## src/rtl/control_pkg.sv

```systemverilog
// control_pkg
//   Constants shared by the instruction register and control logic:
//   opcode values for the jump/halt decode, bit positions inside the
//   flags vector, and the RUN/HALTED state encoding.
package control_pkg;

  // Opcodes that the instruction register itself needs to recognise.
  localparam logic [3:0] OP_NOP = 4'b0000;
  localparam logic [3:0] OP_JMP = 4'b0110;
  localparam logic [3:0] OP_JC  = 4'b0111;
  localparam logic [3:0] OP_JZ  = 4'b1000;
  localparam logic [3:0] OP_HLT = 4'b1111;

  // Bit positions inside the packed flags vector.
  localparam int FLAG_CARRY = 0;
  localparam int FLAG_ZERO  = 1;
  localparam int FLAG_COUNT = 2;

  // Run state: once halted, only reset returns the block to RUN.
  typedef enum logic [0:0] {
    ST_RUN    = 1'b0,
    ST_HALTED = 1'b1
  } ir_state_e;

endpackage

```

## src/rtl/flags_register.sv

```systemverilog
// flags_register
//   Latches the ALU carry and the zero-detect of the ALU result when FI is
//   strobed while the machine is running. Frozen while halted.
// Ports:
//   clk_i          control clock, rising edge
//   rst_i          synchronous active-high reset
//   fi_i           flags-in strobe
//   run_i          1 while in RUN; gates fi_i
//   carry_i        ALU carry out
//   alu_result_i   ALU sum used for zero detect
//   carry_flag_o   latched carry
//   zero_flag_o    latched zero
module flags_register
  import control_pkg::*;
#(
  parameter int DATA_WIDTH = 8
) (
  input  logic                  clk_i,
  input  logic                  rst_i,
  input  logic                  fi_i,
  input  logic                  run_i,
  input  logic                  carry_i,
  input  logic [DATA_WIDTH-1:0] alu_result_i,
  output logic                  carry_flag_o,
  output logic                  zero_flag_o
);

  logic [FLAG_COUNT-1:0] flags_q;
  logic [FLAG_COUNT-1:0] flags_d;

  always_comb begin
    flags_d = flags_q;
    if (fi_i && run_i) begin
      flags_d[FLAG_CARRY] = carry_i;
      flags_d[FLAG_ZERO]  = (alu_result_i == '0);
    end
  end

  always_ff @(posedge clk_i) begin
    if (rst_i) begin
      flags_q <= '0;
    end else begin
      flags_q <= flags_d;
    end
  end

  assign carry_flag_o = flags_q[FLAG_CARRY];
  assign zero_flag_o  = flags_q[FLAG_ZERO];

endmodule

```

## src/rtl/instruction_register.sv

```systemverilog
// instruction_register
//   Holds the fetched instruction and ALU flags for control_logic, splits
//   the instruction into opcode/operand, resolves conditional jumps and
//   provides a sticky halt state (left only through reset).
// Configuration macro:
//   IR_INSTR_COUNT_EN  when defined, instr_count counts II loads since reset
//                      (wrapping); otherwise instr_count is tied to 0.
// Ports:
//   control_clk   clock, rising edge          rst          sync reset, active high
//   bus_in        bus value                   II           load instruction
//   IO            drive operand onto bus      FI           load flags
//   carry_in      ALU carry                   alu_result   ALU sum (zero detect)
//   HLT           halt request
//   opcode        IR upper bits               operand      IR low nibble, zero-extended
//   operand_oe    bus drive enable            carry_flag / zero_flag  latched flags
//   jump_taken    jump resolved for opcode    opcode_valid  an instruction was loaded
//   halted        sticky halt                 instr_count  loads since reset
module instruction_register
  import control_pkg::*;
#(
  parameter int DATA_WIDTH   = 8,
  parameter int OPCODE_WIDTH = 4
) (
  input  logic                    control_clk,
  input  logic                    rst,
  input  logic [DATA_WIDTH-1:0]   bus_in,
  input  logic                    II,
  input  logic                    IO,
  input  logic                    FI,
  input  logic                    carry_in,
  input  logic [DATA_WIDTH-1:0]   alu_result,
  input  logic                    HLT,
  output logic [OPCODE_WIDTH-1:0] opcode,
  output logic [DATA_WIDTH-1:0]   operand,
  output logic                    operand_oe,
  output logic                    carry_flag,
  output logic                    zero_flag,
  output logic                    jump_taken,
  output logic                    opcode_valid,
  output logic                    halted,
  output logic [DATA_WIDTH-1:0]   instr_count
);

  localparam int OPERAND_BITS = DATA_WIDTH - OPCODE_WIDTH;

  ir_state_e             state_q, state_d;
  logic [DATA_WIDTH-1:0] ir_q, ir_d;
  logic                  valid_q, valid_d;
  logic                  run;
  logic                  load;

  // ---------------- state machine: register ----------------
  always_ff @(posedge control_clk) begin
    if (rst) begin
      state_q <= ST_RUN;
    end else begin
      state_q <= state_d;
    end
  end

  // ---------------- state machine: next state ----------------
  always_comb begin
    state_d = state_q;
    if (state_q == ST_RUN && HLT) begin
      state_d = ST_HALTED;
    end
  end

  // ---------------- state machine: outputs ----------------
  always_comb begin
    halted     = (state_q == ST_HALTED);
    run        = (state_q == ST_RUN);
    operand_oe = IO & (state_q == ST_RUN);
  end

  // An II on the same edge as HLT still loads: the gate uses the current
  // state, not the next one.
  assign load = II & run;

  always_comb begin
    ir_d    = ir_q;
    valid_d = valid_q;
    if (load) begin
      ir_d    = bus_in;
      valid_d = 1'b1;
    end
  end

  always_ff @(posedge control_clk) begin
    if (rst) begin
      ir_q    <= '0;
      valid_q <= 1'b0;
    end else begin
      ir_q    <= ir_d;
      valid_q <= valid_d;
    end
  end

  assign opcode       = ir_q[DATA_WIDTH-1 -: OPCODE_WIDTH];
  assign operand      = DATA_WIDTH'(ir_q[OPERAND_BITS-1:0]);
  assign opcode_valid = valid_q;

  flags_register #(
    .DATA_WIDTH(DATA_WIDTH)
  ) u_flags (
    .clk_i        (control_clk),
    .rst_i        (rst),
    .fi_i         (FI),
    .run_i        (run),
    .carry_i      (carry_in),
    .alu_result_i (alu_result),
    .carry_flag_o (carry_flag),
    .zero_flag_o  (zero_flag)
  );

  // Resolved from registered opcode and flags, so an FI on the same edge
  // only affects the decision from the following cycle.
  always_comb begin
    jump_taken = 1'b0;
    case (4'(opcode))
      OP_JMP:  jump_taken = 1'b1;
      OP_JC:   jump_taken = carry_flag;
      OP_JZ:   jump_taken = zero_flag;
      default: jump_taken = 1'b0;
    endcase
  end

`ifdef IR_INSTR_COUNT_EN
  logic [DATA_WIDTH-1:0] count_q, count_d;

  // Natural wrap at 2^DATA_WIDTH.
  always_comb begin
    count_d = count_q;
    if (load) begin
      count_d = count_q + 1'b1;
    end
  end

  always_ff @(posedge control_clk) begin
    if (rst) begin
      count_q <= '0;
    end else begin
      count_q <= count_d;
    end
  end

  assign instr_count = count_q;
`else
  assign instr_count = '0;
`endif

endmodule

```

## config.mk

```make
export PLATFORM = sky130hd
export DESIGN_NAME = instruction_register
export DESIGN_NICKNAME = d
export VERILOG_FILES = /design/src/rtl/control_pkg.sv /design/src/rtl/flags_register.sv /design/src/rtl/instruction_register.sv
export SDC_FILE = /design/constraint.sdc
export NUM_CORES = 1
export LEC_CHECK = 0
export ABC_AREA = 1
export ABC_CLOCK_PERIOD_IN_PS = 1200
export CORE_MARGIN = 1.5
export CORE_UTILIZATION = 24
export CTS_CLUSTER_SIZE = 16
export DETAILED_ROUTE_END_ITERATION = 16
export GPL_TIMING_DRIVEN = 1
export HOLD_SLACK_MARGIN = 0.06
export PLACE_DENSITY = 0.65
export SYNTH_ARGS = -nofsm -noshare
export SYNTH_HDL_FRONTEND = slang
export SYNTH_HIERARCHICAL = 1
export SYNTH_SLANG_ARGS = --single-unit
```

## constraint.sdc

```tcl
create_clock -name control_clk -period 1.2 [get_ports control_clk]
set_input_delay 0.24 -clock control_clk [delete_from_list [all_inputs] [get_ports control_clk]]
set_output_delay 0.24 -clock control_clk [all_outputs]
set_load 0.02 [all_outputs]
```

==> Implementation_results.wiki <==
{| class="wikitable"
! Metric !! Value
|-
| Row count || 18
|-
| Time the final worst path needs with I/O delays and setup || about 1300 ps
|-
| Initial Utilization || around a quarter
|-
| I/O pins || slightly below 50
|-
| Detailed-router iteration count before antenna repair || 3
|-
| CTS clk-pin slew, worst paths || 80 ps
|-
| Cts bufs inserted || 3
|-
| Syn Std Cell Area || between 600 and 700 µm²
|-
| Type of the most critical hold path || flip-flop to flip-flop
|-
| Utilization after layout || approximately 43%
|-
| Proportion of power drawn by the clock network || between 20 and 30%
|-
| Clock Skews || 5.930 ps
|-
| Final RePlAce weighted congestion || about 0.61
|-
| Crit path capture type || primary output
|-
| Critical Path Fanout Max || 4
|-
| Pre-CTS worst setup slack || -443.3 ps
|-
| Overflow after GRT || 0
|-
| Max cap viols || 0
|-
| CTS sink count || 12
|-
| Part of the total power dissipated in sequential elements || about two fifths
|-
| Internal power || 0.7759 mW
|-
| Number of buffer cells added on primary ports || 36
|-
| Number of distinct library cells after synthesis || 13
|-
| Detail-routed via count per cell || approximately 3.8
|-
| Die Wd || 55.22 µm
|-
| Initial antenna violation count || 0
|-
| CTS tree || done
|-
| Layout cells sized above 1 || between 20% and 30%
|-
| Clock tree buffer depth || 2
|-
| Sw power || between 0.3 and 0.4 mW
|-
| VDD IR max || about 0.62 mV
|-
| Detailed Route WL || approximately 1.5 mm
|-
| Outcome || finished with violations
|-
| Busiest metal layer after global routing || met2
|-
| Met2 layer usage reported by global route || a little over 20%
|-
| Worst Reg-to-Reg Cells || 6
|-
| Clock latency on the worst-skew pair || 270 ps
|-
| Unrepaired setup endpoints after global routing || yes
|-
| Number of pins with negative max-slew slack in the final report || 0
|-
| Fraction of power consumed by combinational cells || 30.0%
|-
| Violations in the final reports || negative setup slack
|-
| Post-synthesis sequential area ratio || 36.71%
|-
| Wire length of the first global-routing pass || 2.649 mm
|-
| Nature of the critical path startpoint || flip-flop
|-
| Mean routed wirelength per cell || ~8.3 µm
|-
| Vias || between 600 and 700
|-
| Net count of the finished layout || approximately 180
|-
| Count of antenna-violating nets left after detailed routing || 0
|-
| Final Hold Viols || 0
|-
| Post-synthesis instance total || between 100 and 150
|-
| Switching part of the total power || 29.80%
|-
| Most common library cell in the layout ignoring fill and taps || sky130_fd_sc_hd__nor2_1
|-
| H-Tree Level Count || 1
|-
| Fmax || roughly 0.77 GHz
|-
| Critical path type || flip-flop to primary output
|-
| Mean instance size in the synthesized netlist || between 6 and 7 µm²
|-
| Number of cells on the worst hold path || 2
|-
| Fraction of met3 tracks used by global routing || between 6 and 7%
|-
| Overall die area || 3049 µm²
|-
| Leakage power summed over all cells || 0.5803 nW
|-
| Area of the core || roughly 2500 µm²
|-
| Number of synthesis warnings || 6
|-
| Vias in the first global route || slightly below 700
|-
| Part of the cycle the worst path needs || 108.5%
|-
| Post-CTS Hold Fix Bufs || 0
|-
| Detailed placement HPWL || about 1.2 mm
|-
| Layout overhead on the synthesized area || 64.44%
|-
| Post-Route Setup TNS || -102.5 ps
|-
| Highest-count cells in the layout ignoring fill and taps || 30 x sky130_fd_sc_hd__nor2_1, 24 x sky130_fd_sc_hd__nand2_1, 21 x sky130_fd_sc_hd__clkdlybuf4s50_1
|-
| Final setup violation count || 1
|-
| Fin worst setup slack || -102.5 ps
|-
| Post-route DRC || 0
|-
| Die extent in y || approximately 55 µm
|-
| Worst path arrival time || around 1100 ps
|-
| Diode insertion count for antenna repair || 0
|-
| Power density relative to cell area || 1027 nW/µm²
|-
| Fillers || ~290
|-
| Aggregate global-route resource usage || 10.75%
|-
| Met1 Track Usage GR || under 10%
|-
| Root buffer cell || sky130_fd_sc_hd__clkbuf_4
|-
| WP data required || 960 ps
|-
| Post-CTS setup buffer count || 0
|-
| Maximum number of pins on one net before global-route repair || 18
|-
| Number of synthesized register bits || 12
|-
| Number of DRC violations after detailed-routing iteration 0 || 6
|}
-- cells by family (layout without fill, tap and decap cells) --
family,count (synthesis),after routing,synth area share [%]
AOI/OAI and AO/OA,2,2,1.528
DFF,12,12,36.71
other,1,12,0.5731
and+or+nand+nor,58,58,35.37
buffers and inverters,31,67,25.81
-- flip-flops by register name, summed over array words and instances (netlist names) --
name             cells
ir_q                 8
u_flags/flags_q      2
opcode_valid         1
halted               1
-- metrics by stage --
stage / hold slack, ps / power, mW / std cells / area [µm²]
2_1_floorplan: 312.4 / 0.6554 / 115 / 695.7
3_3_place_gp: 454.8 / 0.8092 / 177 / 1072
3_5_place_dp: 459.6 / 0.8186 / 177 / 1072
4_1_cts: 473.9 / 1.125 / 181 / 1072
5_1_grt: 520.4 / 1.187 / 181 / 1076
6_report: 469.4 / 1.105 / 181 / 1076
-- cell usage after synthesis, drive strengths merged --
master	number	area, µm²
o21ai	2	10.00
dfxtp	12	240.2
conb	1	3.750
nand3	1	5.000
inv	18	67.56
nand2	25	96.35
nor2	32	130.1
buf	13	101.4
-- power by group through the flow --
stage	Combinational, mW	Sequential (mW)	Clock [mW]
after floorplan	0.158	0.498	0
after global placement	0.353	0.456	0
after detailed placement	0.360	0.458	0
after CTS	0.335	0.450	0.341
after global routing	0.369	0.456	0.361
final	0.332	0.452	0.322
-- final cells by class --
class	count	area, µm²	share of cell area, %
tap	30	37.54	3.488
clock buffer	4	36.28	3.372
multi-input combinational	72	291.5	27.09
timing repair buffer	45	399.1	37.09
inverter	18	67.56	6.279
sequential	12	244.0	22.67
-- path summary, 6_finish.rpt --
kind                                   from                        end  slack, ps
setup / recovery       ir_q[6]$_SDFFE_PP0P_                 jump_taken       -100
hold / removal    opcode_valid$_SDFFE_PP0P_  opcode_valid$_SDFFE_PP0P_        470
setup reg to reg        halted$_SDFFE_PP0P_       ir_q[3]$_SDFFE_PP0P_        230
hold reg to reg   opcode_valid$_SDFFE_PP0P_  opcode_valid$_SDFFE_PP0P_        470
-- worst max-delay path, stage by stage, from the launching register on --
cell and delay [ps]:
sky130_fd_sc_hd__dfxtp_2 340, sky130_fd_sc_hd__inv_1 60, sky130_fd_sc_hd__nand3_2 50, sky130_fd_sc_hd__nand2_1 70
sky130_fd_sc_hd__inv_1 40, sky130_fd_sc_hd__nor2_1 80, sky130_fd_sc_hd__buf_4 140
-- repair_timing --
item                                    CTS  global route
cloned                                    0             0
endpoints found under the setup margin   14             6
pin swaps                                 0             1
gates resized for setup                  46             9
-- metal layers --
| layer | wire, µm | up-vias |
|---|---|---|
| li1 | - | 366 |
| met1 | 538 | 292 |
| met3 | 114 | 0 |
| met4 | 0 | 0 |
| met2 | 848 | 21 |
| met5 | 0 | - |
No activity file was read; power rests on OpenSTA's default activity.
==> RTL edit (same flow settings) <==
`OPCODE_WIDTH`: 4 -> 3.
--- a/src/rtl/instruction_register.sv
+++ b/src/rtl/instruction_register.sv
@@ -19,7 +19,7 @@
   import control_pkg::*;
 #(
   parameter int DATA_WIDTH   = 8,
-  parameter int OPCODE_WIDTH = 4
+  parameter int OPCODE_WIDTH = 3
 ) (
   input  logic                    control_clk,
   input  logic                    rst,
Ports: changed (resized opcode); port bits go from 49 to 48. No check against the original RTL was run, so the function may have changed too.
==> RTL edit against the unedited design <==
  * Routed wire length down 3.5%
  * Sequential cell count unchanged
  * Via count down 4.3%
  * Synthesized cell count down 9.6%
  * Area after synthesis down 4.8%
  * Power down 3.0%
  * Global-route usage down 0.80 points
  * Worst setup slack better by 150 ps
  * Fmax up 13%
  * Final area down 6.4%
  * Largest cell class unchanged
  * Largest power group unchanged
==> RTL edit: results (changes against the unedited design) <==
Status
  • Status: finished clean

Worst setup path
  • CP max stage cell: dfxtp_1
  • CP top delay family: flip-flops
  • CP startpoint: ir_q[4]$_SDFFE_PP0P_
  • Maximum net fanout on the critical path: 2 (-2)
  • CP arrival: 910 ps (-150 ps)

Synth
  • Synth top area cells: dfxtp_1, nor2_1, buf_4, inv_1, nand2_1
  • Netlist cell types: 15 (+2)
  • FFs w/ async S/R, synth: 0% (unchanged)
  • Synth top cells by count: nor2_1, inv_1, dfxtp_1
  • Synth warnings: 6 (unchanged)
  • Mapped Avg Cell Area: 6.629 um2 (+5.3%)
  • Sequential area share after synthesis: 38.55% (+1.8 points)

Global route
  • Largest net degree at the start of global routing: 10 (-8)
  • GRT Overall Usage: 9.948% (-0.80 points)
  • Vias in the first global route: 558 (-17%)
  • Antenna violations before repair: 0 (unchanged)
  • Global-route wire length before repair: 2.083 mm (-21%)

Clock network
  • Num CTS Buffers: 3 (unchanged)
  • Clock slew at reported path FFs: 80 ps (about the same)
  • # H-tree levels: 1 (unchanged)

Drt
  • Vias: 650 (-4.3%)
  • Initial detailed-routing violation count: 3 (-3)
  • DRT Pass-1 Iters: 4 (+1)
  • WL/cell: 8.625 um (+4.0%)
  • Routed wire length: 1.449 mm (-3.5%)

Hold path
  • Hold crit path type: register to register

Pwr
  • Peak supply drop: 0.4482 mV (-27%)
  • Pleak: 0.0005307 uW (-8.5%)

Final layout
  • Antenna Cells: 0 (unchanged)
  • Final #Nets: 162 (-7.4%)
  • Share of cells above drive strength 1: 23.19% (+2.0 points)

Placement
  • Post-DP HPWL: 1.193 mm (-4.4%)
  • Dpl cells: 164 (-7.3%)
  • GPL Wtd Cong: 0.6746 (+10%)

Timing
  • Clock Skew: 1.039 ps (-4.891 ps)
  • Final-report setup violation count: 0 (-1)
RTL edit: through the flow:
step	power, uW	hold WS (ps)	worst slack (ps)	area [um2]	utilization (%)
after global placement	777.3	450.4	-444.8	1010	40.76
after CTS	1088	487.7	0.6543	1026	41.41
after global routing	1143	518.1	-7.242	1007	40.66
after detailed placement	784.1	476.6	-445.7	1010	40.76
after floorplan	639.1	312.4	95.82	660.6	-
final	1072	487.5	48.29	1007	40.66
RTL edit: area by class of cell:
class                   count  area, um2
multi-input cells          65      276.5
repair buffers             42      356.6
fillers                   270       1470
well taps                  30      37.54
flip-flops and latches     12      244.0
clock buffers               4      36.28
inverters                  15      56.30
RTL edit: power by group:
part           switching, uW  internal (uW)  total (uW)
Sequential              18.1            431         449
Clock                    139            184         324
Combinational            161            138         299
RTL edit: final timing paths:
check | to | slack, ps | cells past startpoint
max reg2reg | u_flags/flags_q[1]$_SDFFE_PP0P_ | 170 | 6
max | operand[4] | 50 | 1
min reg2reg | opcode_valid$_SDFFE_PP0P_ | 490 | 2
min | opcode_valid$_SDFFE_PP0P_ | 490 | 2
RTL edit: cell families (layout without fill, tap and decap cells):
group | Yosys count | count (layout) | share of synthesized area (%)
and+or+nand+nor | 51 | 51 | 34.34
buffers and inverters | 27 | 61 | 24.10
DFF | 12 | 12 | 38.55
AOI/OAI and AO/OA | 3 | 3 | 2.407
other | 1 | 11 | 0.6018
RTL edit: routing by layer:
layer | track usage, % | wire length, um | vias to the layer above
met3 | 1.667 | 71 | 2
met5 | 0 | 0 | -
met2 | 17.68 | 817 | 19
met4 | 6.410 | 21 | 0
met1 | 10.76 | 540 | 285
li1 | - | - | 344
RTL edit: timing repair:
| action | in CTS | in global routing |
|---|---|---|
| pin swaps | 0 | 1 |
| buffers inserted | 0 | 0 |
| setup endpoints to repair | 14 | 12 |
| hold buffers | 0 | 0 |
| resized for setup | 34 | 21 |
